--- src/rtl/multi_object_collider_pool.sv ---
// Collider slot pool: valid/ready spawn allocation into the lowest free slot,
// per-slot motion, lifetime and off-screen culling, plus a round-robin scan
// that picks the nearest ground below and the nearest ceiling above the player.
module multi_object_collider_pool #(
   parameter int OBJECT_AMOUNT = 8,
   parameter int COORD_W       = 10,
   parameter int SPEED_W       = 5,
   parameter int GROUND_BUF    = 4
) (
   input  logic                               clk_calculation,
   input  logic                               reset,
   input  logic                               clear_all,
   input  logic                               tick_move,
   input  logic                               tick_centi,
   input  logic                               spawn_valid,
   output logic                               spawn_ready,
   input  logic [COORD_W-1:0]                 spawn_x,
   input  logic [COORD_W-1:0]                 spawn_y,
   input  logic [COORD_W-1:0]                 spawn_w,
   input  logic [COORD_W-1:0]                 spawn_h,
   input  logic [2:0]                         spawn_dir,
   input  logic [SPEED_W-1:0]                 spawn_speed,
   input  logic [7:0]                         spawn_life,
   input  logic [COORD_W-1:0]                 player_x,
   input  logic [COORD_W-1:0]                 player_y,
   input  logic [COORD_W-1:0]                 player_w,
   input  logic [COORD_W-1:0]                 player_h,
   input  logic [COORD_W-1:0]                 disp_x1,
   input  logic [COORD_W-1:0]                 disp_y1,
   input  logic [COORD_W-1:0]                 disp_x2,
   input  logic [COORD_W-1:0]                 disp_y2,
   output logic [OBJECT_AMOUNT-1:0]           active_mask,
   output logic [$clog2(OBJECT_AMOUNT+1)-1:0] active_count,
   output logic                               pool_full,
   output logic                               ground_hit,
   output logic [COORD_W-1:0]                 ground_y,
   output logic [COORD_W-1:0]                 ground_w,
   output logic                               ceil_hit,
   output logic [COORD_W-1:0]                 ceil_y,
   output logic                               scan_done
);

   localparam int CNT_W = $clog2(OBJECT_AMOUNT + 1);
   localparam int IDX_W = (OBJECT_AMOUNT > 1) ? $clog2(OBJECT_AMOUNT) : 1;
   localparam int CW1   = COORD_W + 1;

   typedef enum logic {ST_SCAN, ST_LATCH} scan_state_t;

   // ---------------- slot storage ----------------
   logic [OBJECT_AMOUNT-1:0] active_q, active_d;
   logic [COORD_W-1:0]       x_q    [OBJECT_AMOUNT];
   logic [COORD_W-1:0]       x_d    [OBJECT_AMOUNT];
   logic [COORD_W-1:0]       y_q    [OBJECT_AMOUNT];
   logic [COORD_W-1:0]       y_d    [OBJECT_AMOUNT];
   logic [COORD_W-1:0]       w_q    [OBJECT_AMOUNT];
   logic [COORD_W-1:0]       w_d    [OBJECT_AMOUNT];
   logic [COORD_W-1:0]       h_q    [OBJECT_AMOUNT];
   logic [COORD_W-1:0]       h_d    [OBJECT_AMOUNT];
   logic [2:0]               dir_q  [OBJECT_AMOUNT];
   logic [2:0]               dir_d  [OBJECT_AMOUNT];
   logic [SPEED_W-1:0]       spd_q  [OBJECT_AMOUNT];
   logic [SPEED_W-1:0]       spd_d  [OBJECT_AMOUNT];
   logic [7:0]               life_q [OBJECT_AMOUNT];
   logic [7:0]               life_d [OBJECT_AMOUNT];

   logic             alloc_found;
   logic [IDX_W-1:0] alloc_idx;
   logic             accept;
   logic [CNT_W-1:0] count_c;

   // ---------------- scan state ----------------
   scan_state_t      state_q, state_d;
   logic [IDX_W-1:0] idx_q, idx_d;
   logic             cg_hit_q, cg_hit_d;
   logic [COORD_W-1:0] cg_y_q, cg_y_d, cg_w_q, cg_w_d;
   logic             cc_hit_q, cc_hit_d;
   logic [COORD_W-1:0] cc_y_q, cc_y_d;
   logic             ground_hit_q, ground_hit_d;
   logic [COORD_W-1:0] ground_y_q, ground_y_d, ground_w_q, ground_w_d;
   logic             ceil_hit_q, ceil_hit_d;
   logic [COORD_W-1:0] ceil_y_q, ceil_y_d;
   logic             scan_done_q, scan_done_d;

   assign pool_full    = &active_q;
   assign spawn_ready  = ~pool_full;
   assign accept       = spawn_valid & spawn_ready;
   assign active_mask  = active_q;
   assign active_count = count_c;
   assign ground_hit   = ground_hit_q;
   assign ground_y     = ground_y_q;
   assign ground_w     = ground_w_q;
   assign ceil_hit     = ceil_hit_q;
   assign ceil_y       = ceil_y_q;
   assign scan_done    = scan_done_q;

   // Lowest-index free slot in the registered mask, plus occupancy popcount.
   always_comb begin
      alloc_found = 1'b0;
      alloc_idx   = '0;
      count_c     = '0;
      for (int i = OBJECT_AMOUNT - 1; i >= 0; i--) begin
         if (!active_q[i]) begin
            alloc_found = 1'b1;
            alloc_idx   = IDX_W'(i);
         end
         count_c = count_c + {{(CNT_W-1){1'b0}}, active_q[i]};
      end
   end

   // Per-slot next state: cull, motion, lifetime, then spawn load on the chosen slot.
   always_comb begin
      for (int i = 0; i < OBJECT_AMOUNT; i++) begin
         logic [CW1-1:0] xe, ye, se, sum_x, dif_x, sum_y, dif_y;
         logic [COORD_W-1:0] nx, ny;
         logic cull, move_fail, life_exp;
         xe    = {1'b0, x_q[i]};
         ye    = {1'b0, y_q[i]};
         se    = CW1'(spd_q[i]);
         sum_x = xe + se;
         dif_x = xe - se;
         sum_y = ye + se;
         dif_y = ye - se;
         nx    = x_q[i];
         ny    = y_q[i];
         move_fail = 1'b0;
         cull = ((xe + {1'b0, w_q[i]}) <= {1'b0, disp_x1}) || (x_q[i] >= disp_x2) ||
                ((ye + {1'b0, h_q[i]}) <= {1'b0, disp_y1}) || (y_q[i] >= disp_y2);
         case (dir_q[i])
            3'd1: begin
               move_fail = dif_y[COORD_W] || (dif_y > {1'b0, disp_y2});
               ny        = dif_y[COORD_W-1:0];
            end
            3'd2: begin
               move_fail = sum_y > {1'b0, disp_y2};
               ny        = sum_y[COORD_W-1:0];
            end
            3'd3: begin
               move_fail = dif_x[COORD_W] || (dif_x > {1'b0, disp_x2});
               nx        = dif_x[COORD_W-1:0];
            end
            3'd4: begin
               move_fail = sum_x > {1'b0, disp_x2};
               nx        = sum_x[COORD_W-1:0];
            end
            default: ;
         endcase
         life_exp = tick_centi && (life_q[i] == 8'd1);

         active_d[i] = active_q[i];
         x_d[i]      = x_q[i];
         y_d[i]      = y_q[i];
         w_d[i]      = w_q[i];
         h_d[i]      = h_q[i];
         dir_d[i]    = dir_q[i];
         spd_d[i]    = spd_q[i];
         life_d[i]   = life_q[i];

         if (active_q[i]) begin
            if (cull || (tick_move && move_fail) || life_exp) begin
               active_d[i] = 1'b0;
            end else begin
               if (tick_move) begin
                  x_d[i] = nx;
                  y_d[i] = ny;
               end
               if (tick_centi && (life_q[i] > 8'd1)) begin
                  life_d[i] = life_q[i] - 8'd1;
               end
            end
         end

         // The allocated slot is free in the registered mask, so nothing above touched it.
         if (accept && alloc_found && (alloc_idx == IDX_W'(i))) begin
            active_d[i] = 1'b1;
            x_d[i]      = spawn_x;
            y_d[i]      = spawn_y;
            w_d[i]      = spawn_w;
            h_d[i]      = spawn_h;
            dir_d[i]    = spawn_dir;
            spd_d[i]    = spawn_speed;
            life_d[i]   = spawn_life;
         end
      end
   end

   // Slot register bank; reset and stage-clear both empty the pool.
   always_ff @(posedge clk_calculation) begin
      if (reset || clear_all) begin
         active_q <= '0;
         for (int i = 0; i < OBJECT_AMOUNT; i++) begin
            x_q[i]    <= '0;
            y_q[i]    <= '0;
            w_q[i]    <= '0;
            h_q[i]    <= '0;
            dir_q[i]  <= '0;
            spd_q[i]  <= '0;
            life_q[i] <= '0;
         end
      end else begin
         active_q <= active_d;
         for (int i = 0; i < OBJECT_AMOUNT; i++) begin
            x_q[i]    <= x_d[i];
            y_q[i]    <= y_d[i];
            w_q[i]    <= w_d[i];
            h_q[i]    <= h_d[i];
            dir_q[i]  <= dir_d[i];
            spd_q[i]  <= spd_d[i];
            life_q[i] <= life_d[i];
         end
      end
   end

   // Scan FSM next state: test one slot per SCAN cycle, publish results in LATCH.
   always_comb begin
      logic [CW1-1:0] ox_e, oy_e, ox_end, px_end, feet, feet_buf, bottom;
      logic xov, g_ok, c_ok;
      state_d      = state_q;
      idx_d        = idx_q;
      cg_hit_d     = cg_hit_q;
      cg_y_d       = cg_y_q;
      cg_w_d       = cg_w_q;
      cc_hit_d     = cc_hit_q;
      cc_y_d       = cc_y_q;
      ground_hit_d = ground_hit_q;
      ground_y_d   = ground_y_q;
      ground_w_d   = ground_w_q;
      ceil_hit_d   = ceil_hit_q;
      ceil_y_d     = ceil_y_q;
      scan_done_d  = 1'b0;

      ox_e     = {1'b0, x_q[idx_q]};
      oy_e     = {1'b0, y_q[idx_q]};
      ox_end   = ox_e + {1'b0, w_q[idx_q]};
      px_end   = {1'b0, player_x} + {1'b0, player_w};
      feet     = {1'b0, player_y} + {1'b0, player_h};
      feet_buf = (feet < CW1'(GROUND_BUF)) ? '0 : (feet - CW1'(GROUND_BUF));
      bottom   = oy_e + {1'b0, h_q[idx_q]};
      xov      = (px_end > ox_e) && ({1'b0, player_x} < ox_end);
      g_ok     = active_q[idx_q] && xov && (feet_buf < oy_e);
      c_ok     = active_q[idx_q] && xov && (bottom <= {1'b0, player_y});

      case (state_q)
         ST_SCAN: begin
            if (g_ok && (!cg_hit_q || (y_q[idx_q] < cg_y_q))) begin
               cg_hit_d = 1'b1;
               cg_y_d   = y_q[idx_q];
               cg_w_d   = w_q[idx_q];
            end
            if (c_ok && (!cc_hit_q || (bottom[COORD_W-1:0] > cc_y_q))) begin
               cc_hit_d = 1'b1;
               cc_y_d   = bottom[COORD_W-1:0];
            end
            if (idx_q == IDX_W'(OBJECT_AMOUNT - 1)) begin
               idx_d   = '0;
               state_d = ST_LATCH;
            end else begin
               idx_d = idx_q + 1'b1;
            end
         end
         default: begin
            ground_hit_d = cg_hit_q;
            ground_y_d   = cg_y_q;
            ground_w_d   = cg_w_q;
            ceil_hit_d   = cc_hit_q;
            ceil_y_d     = cc_y_q;
            scan_done_d  = 1'b1;
            cg_hit_d     = 1'b0;
            cg_y_d       = '1;
            cg_w_d       = '0;
            cc_hit_d     = 1'b0;
            cc_y_d       = '0;
            state_d      = ST_SCAN;
         end
      endcase
   end

   // Scan state, candidate and result registers; clear aborts the scan in progress.
   always_ff @(posedge clk_calculation) begin
      if (reset || clear_all) begin
         state_q      <= ST_SCAN;
         idx_q        <= '0;
         cg_hit_q     <= 1'b0;
         cg_y_q       <= '1;
         cg_w_q       <= '0;
         cc_hit_q     <= 1'b0;
         cc_y_q       <= '0;
         ground_hit_q <= 1'b0;
         ground_y_q   <= '1;
         ground_w_q   <= '0;
         ceil_hit_q   <= 1'b0;
         ceil_y_q     <= '0;
         scan_done_q  <= 1'b0;
      end else begin
         state_q      <= state_d;
         idx_q        <= idx_d;
         cg_hit_q     <= cg_hit_d;
         cg_y_q       <= cg_y_d;
         cg_w_q       <= cg_w_d;
         cc_hit_q     <= cc_hit_d;
         cc_y_q       <= cc_y_d;
         ground_hit_q <= ground_hit_d;
         ground_y_q   <= ground_y_d;
         ground_w_q   <= ground_w_d;
         ceil_hit_q   <= ceil_hit_d;
         ceil_y_q     <= ceil_y_d;
         scan_done_q  <= scan_done_d;
      end
   end

endmodule

--- config.mk ---
export PLATFORM = sky130hd
export DESIGN_NAME = multi_object_collider_pool
export DESIGN_NICKNAME = d
export VERILOG_FILES = /design/src/rtl/multi_object_collider_pool.sv
export SDC_FILE = /design/constraint.sdc
export NUM_CORES = 2
export LEC_CHECK = 0
export CORE_MARGIN = 2
export CORE_UTILIZATION = 45
export CTS_CLUSTER_DIAMETER = 200
export DETAILED_ROUTE_END_ITERATION = 12
export GPL_ROUTABILITY_DRIVEN = 0
export PLACE_DENSITY = 0.69
export SLEW_MARGIN = 20
export SYNTH_ARGS = -nofsm -noshare
export SYNTH_HDL_FRONTEND = slang
export SYNTH_SLANG_ARGS = --single-unit
--- constraint.sdc ---
create_clock -name clk_calculation -period 10 [get_ports clk_calculation]
set_input_delay 2 -clock clk_calculation [delete_from_list [all_inputs] [get_ports clk_calculation]]
set_output_delay 2 -clock clk_calculation [all_outputs]
set_load 0.02 [all_outputs]
==> impl_metrics.py <==
metrics = {
    "power_and_ir_drop": {
        "seqPwrFrac_pct": 36.6,
        "pwr-share-comb_pct": 16.5,
        "total_power_mw": 5.88,
        "power.clock.fraction_pct": 46.9,
        "intPower_mw": 4.12,
        "power.share.switching_pct": 29.9,
        "p_switching_mw": 1.76,
        "powerDensity_mw_per_mm2": 91.2,
        "ir_worst_vdd_uv": 139,
        "leakage_nw": 27.3,
    },
    "floorplan": {
        "die_area_mm2": 0.133,
        "rows": 132,
        "ioPinCount": 189,
        "die_w_um": 365,
        "die_h_um": 365,
        "coreArea_mm2": 0.129,
        "start_util_pct": 45.3,
    },
    "critical_path": {
        "path_cells": "clkdlybuf4s50_1 -> ha_1 -> inv_1 -> fa_1 -> nand2b_1 -> a21o_1 -> a211oi_1 -> o21ai_0 -> or2_2 -> nor2_1 -> nor2b_1 -> ha_1 -> a2111oi_0 -> o21ai_0 -> o21a_1 -> o21ai_0 -> nand3b_1 -> a211oi_1 -> nand4_1 -> buf_4 -> nor3_1 -> a31oi_1",
        "slowest_delay_ps": 520,
        "critical_path_class": "input pin to register",
        "timing.critical_path.required_ps": 10500,
        "cp_slowest_cell": "clkdlybuf4s50_1",
        "worst-path-buf-inv": 3,
        "end_kind": "register",
        "cp-start-kind": "input pin",
        "crit_family": "compound AO/OA/AOI/OAI gates",
        "crit_fanout": 39,
        "cpMostUsedCell": "o21ai_0",
        "cp.arrival_ps": 7490,
    },
    "cts": {
        "ctsHoldBuffers": 0,
        "tritoncts": "built",
        "postCtsSetupBuffers": 0,
        "cts.sinks": 528,
        "post_cts_resized": 0,
        "path_clk_slew_ps": 50,
        "numCtsBuffers": 69,
        "cts_root_buf": "clkbuf_16",
        "cts_max_level": 3,
        "clk_path_buf_depth": 3,
        "insertion_delay_ps": 670,
    },
    "routing": {
        "drtIter0Drc": 6499,
        "via_count": 57200,
        "drc": 0,
        "ant_nets": 0,
        "drt_pass1_iterations": 6,
        "vias_per_cell": 6.32,
        "wl_per_cell_um": 23.8,
        "routed_wl_um": 215000,
    },
    "timing": {
        "fin_crit_sh_pct": 69.8,
        "hold_violations": 0,
        "finalSetupTns_ps": 0,
        "slew_violations": 0,
        "finClkSkew_ps": 33.0,
        "slew_headroom_pct": 28.2,
        "rsz0062_at_grt": "no",
        "fin_crit_ps": 6980,
        "worst_slack_ps": 3020,
        "max_freq_mhz": 143,
        "setup_violations": 0,
        "timing_worst_slew_pin_value_ps": 1070,
    },
    "grt": {
        "grt_start_max_net_pins": 88,
        "overflow": 0,
        "grt_pass1_wl_um": 322000,
        "antenna_found_initial": 8,
        "grt_pass1_vias": 55100,
        "grtUsageTotal_pct": 31.3,
    },
    "synth": {
        "synth_top_cell_by_area": "ha_1",
        "synth_flop_cell": "dfxtp_1",
        "seq_area_frac_synth_pct": 18.0,
        "synthesis.area_mm2": 0.0587,
        "synth_edf_count": 0,
        "ys_async_sr_fraction_pct": 0,
        "yosys-top-cells-count": "ha_1, a21oi_1, nand2_1",
        "synth_area_leaders": "ha_1, dfxtp_1, a21oi_1",
        "ys_types": 103,
        "yosysWarnings": 0,
        "synth.avg_cell_area_um2": 8.09,
        "yosysMostFrequentCell": "ha_1",
        "syn-num-nets": 8536,
        "synth_top_area_share_pct": 23.0,
        "ys_seq_elements": 528,
        "syn-instance-count": 7258,
    },
    "final_layout": {
        "drive_above_1_share_pct": 6.02,
        "design_area_mm2": 0.0644,
        "nets": 8531,
        "stdcell_count": 9050,
        "syn_to_final_growth_pct": 9.76,
    },
    "job": {
        "drv_cap": 0,
    },
    "placed_design": {
        "dpl_cell_area_mm2": 0.0620,
        "dpl.hpwl_um": 166000,
        "place_ws_ps": 2430,
        "placedCellCount": 8924,
        "port_buffers": 188,
    },
    "hold_path": {
        "hp-class": "register to register",
    },
    "outcome": {
        "outcome": "complete, no violations",
    },
}
## kinds of logic (layout without fill, tap and decap cells)
group,count (synthesis),count (layout),synth area share (%)
buffers and inverters,783,829,5.30
flip-flops,528,528,18.0
multiplexers,296,296,6.97
AO/OA/AOI/OAI,1960,1960,20.8
adder cells (fa/ha/maj),1136,1136,24.9
other,0,4,0
AND/OR/NAND/NOR,2109,2109,17.3
XOR/XNOR,446,446,6.66
## through the flow
| step | hold WS [ps] | utilization (%) |
|---|---|---|
| floorplan | 428 | - |
| global placement | 451 | 47.9 |
| detailed placement | 456 | 47.9 |
| CTS | 463 | 49.7 |
| global route | 487 | 49.7 |
| finish | 461 | 49.7 |
## path summary, 6_finish.rpt
kind	from	end	slack, ps	cells past startpoint
hold / removal	cg_w_q[8]	cg_w_q[8]	460	2
setup / recovery	player_y[0]	cg_y_q[6]	3020	22
setup reg to reg	register	cc_y_q[5]	3130	18
hold reg to reg	cg_w_q[8]	cg_w_q[8]	460	2
## worst reg2reg max path, delay by kind of cell, from the launching register on
kind | cells | cell delay, ps
fa+ha+maj | 2 | 540
mux | 3 | 1250
simple gates | 7 | 2220
compound gates | 5 | 1230
buf+inv | 1 | 680
flops | 1 | 790
## state kept, by name, summed over array words and instances (netlist names), 3 cells and up, named ones only
signal and cells:
cc_y_q 10, spd_q 40, ground_w 10, idx_q 3, life_q 64, h_q 80
y_q 80, ceil_y 10, dir_q 24, ground_y 10, active_mask 8, cg_y_q 10
w_q 80, x_q 80, cg_w_q 10
## cell usage in the layout (no fill, tap or decap), drive strengths merged, types with 19 or more instances in the layout
| cell | count |
|---|---|
| nand3b | 21 |
| nand2b | 75 |
| nor2b | 91 |
| a31oi | 71 |
| nor2 | 473 |
| and2 | 19 |
| o221ai | 22 |
| mux2i | 134 |
| ha | 1080 |
| o21a | 42 |
| a211oi | 126 |
| xor2 | 136 |
| nor4 | 34 |
| a21o | 115 |
| nand2 | 714 |
| nand3 | 179 |
| clkdlybuf4s50 | 188 |
| buf | 77 |
| clkbuf | 87 |
| a21oi | 727 |
| dfxtp | 528 |
| or3 | 53 |
| nand4 | 120 |
| a2111oi | 34 |
| nor3 | 159 |
| mux4 | 82 |
| and3 | 53 |
| or4 | 30 |
| nor3b | 21 |
| o211ai | 70 |
| mux2 | 80 |
| a211o | 21 |
| o21ai | 409 |
| inv | 448 |
| o21bai | 109 |
| o31ai | 24 |
| xnor2 | 310 |
| fa | 56 |
## power groups by stage
stage	clock [mW]	sequential (mW)	combinational [mW]
finish	2.76	2.15	0.968
detailed placement	0	2.20	0.938
global route	2.85	2.15	1.06
CTS	2.77	2.15	0.943
global placement	0	2.20	0.908
floorplan	0	2.17	0.612
## layout make-up
class	count	area [um^2]
Fill cell	12400	65100
Multi-Input combinational cell	5947	45100
Timing Repair Buffer	265	2460
Clock buffer	87	1940
Antenna cell	4	10.0
Tap cell	1742	2180
Clock inverter	35	493
Sequential cell	528	10600
Inverter	442	1660
## layer usage
layer | vias to the layer above | global-route usage, % | wire (um)
met1 | 27000 | 39.9 | 85400
met5 | - | 0 | 27
met3 | 707 | 6.63 | 24100
met4 | 4 | 16.4 | 12500
met2 | 3038 | 49.5 | 93100
li1 | 26400 | - | -
(Power assumes the default switching activity.)
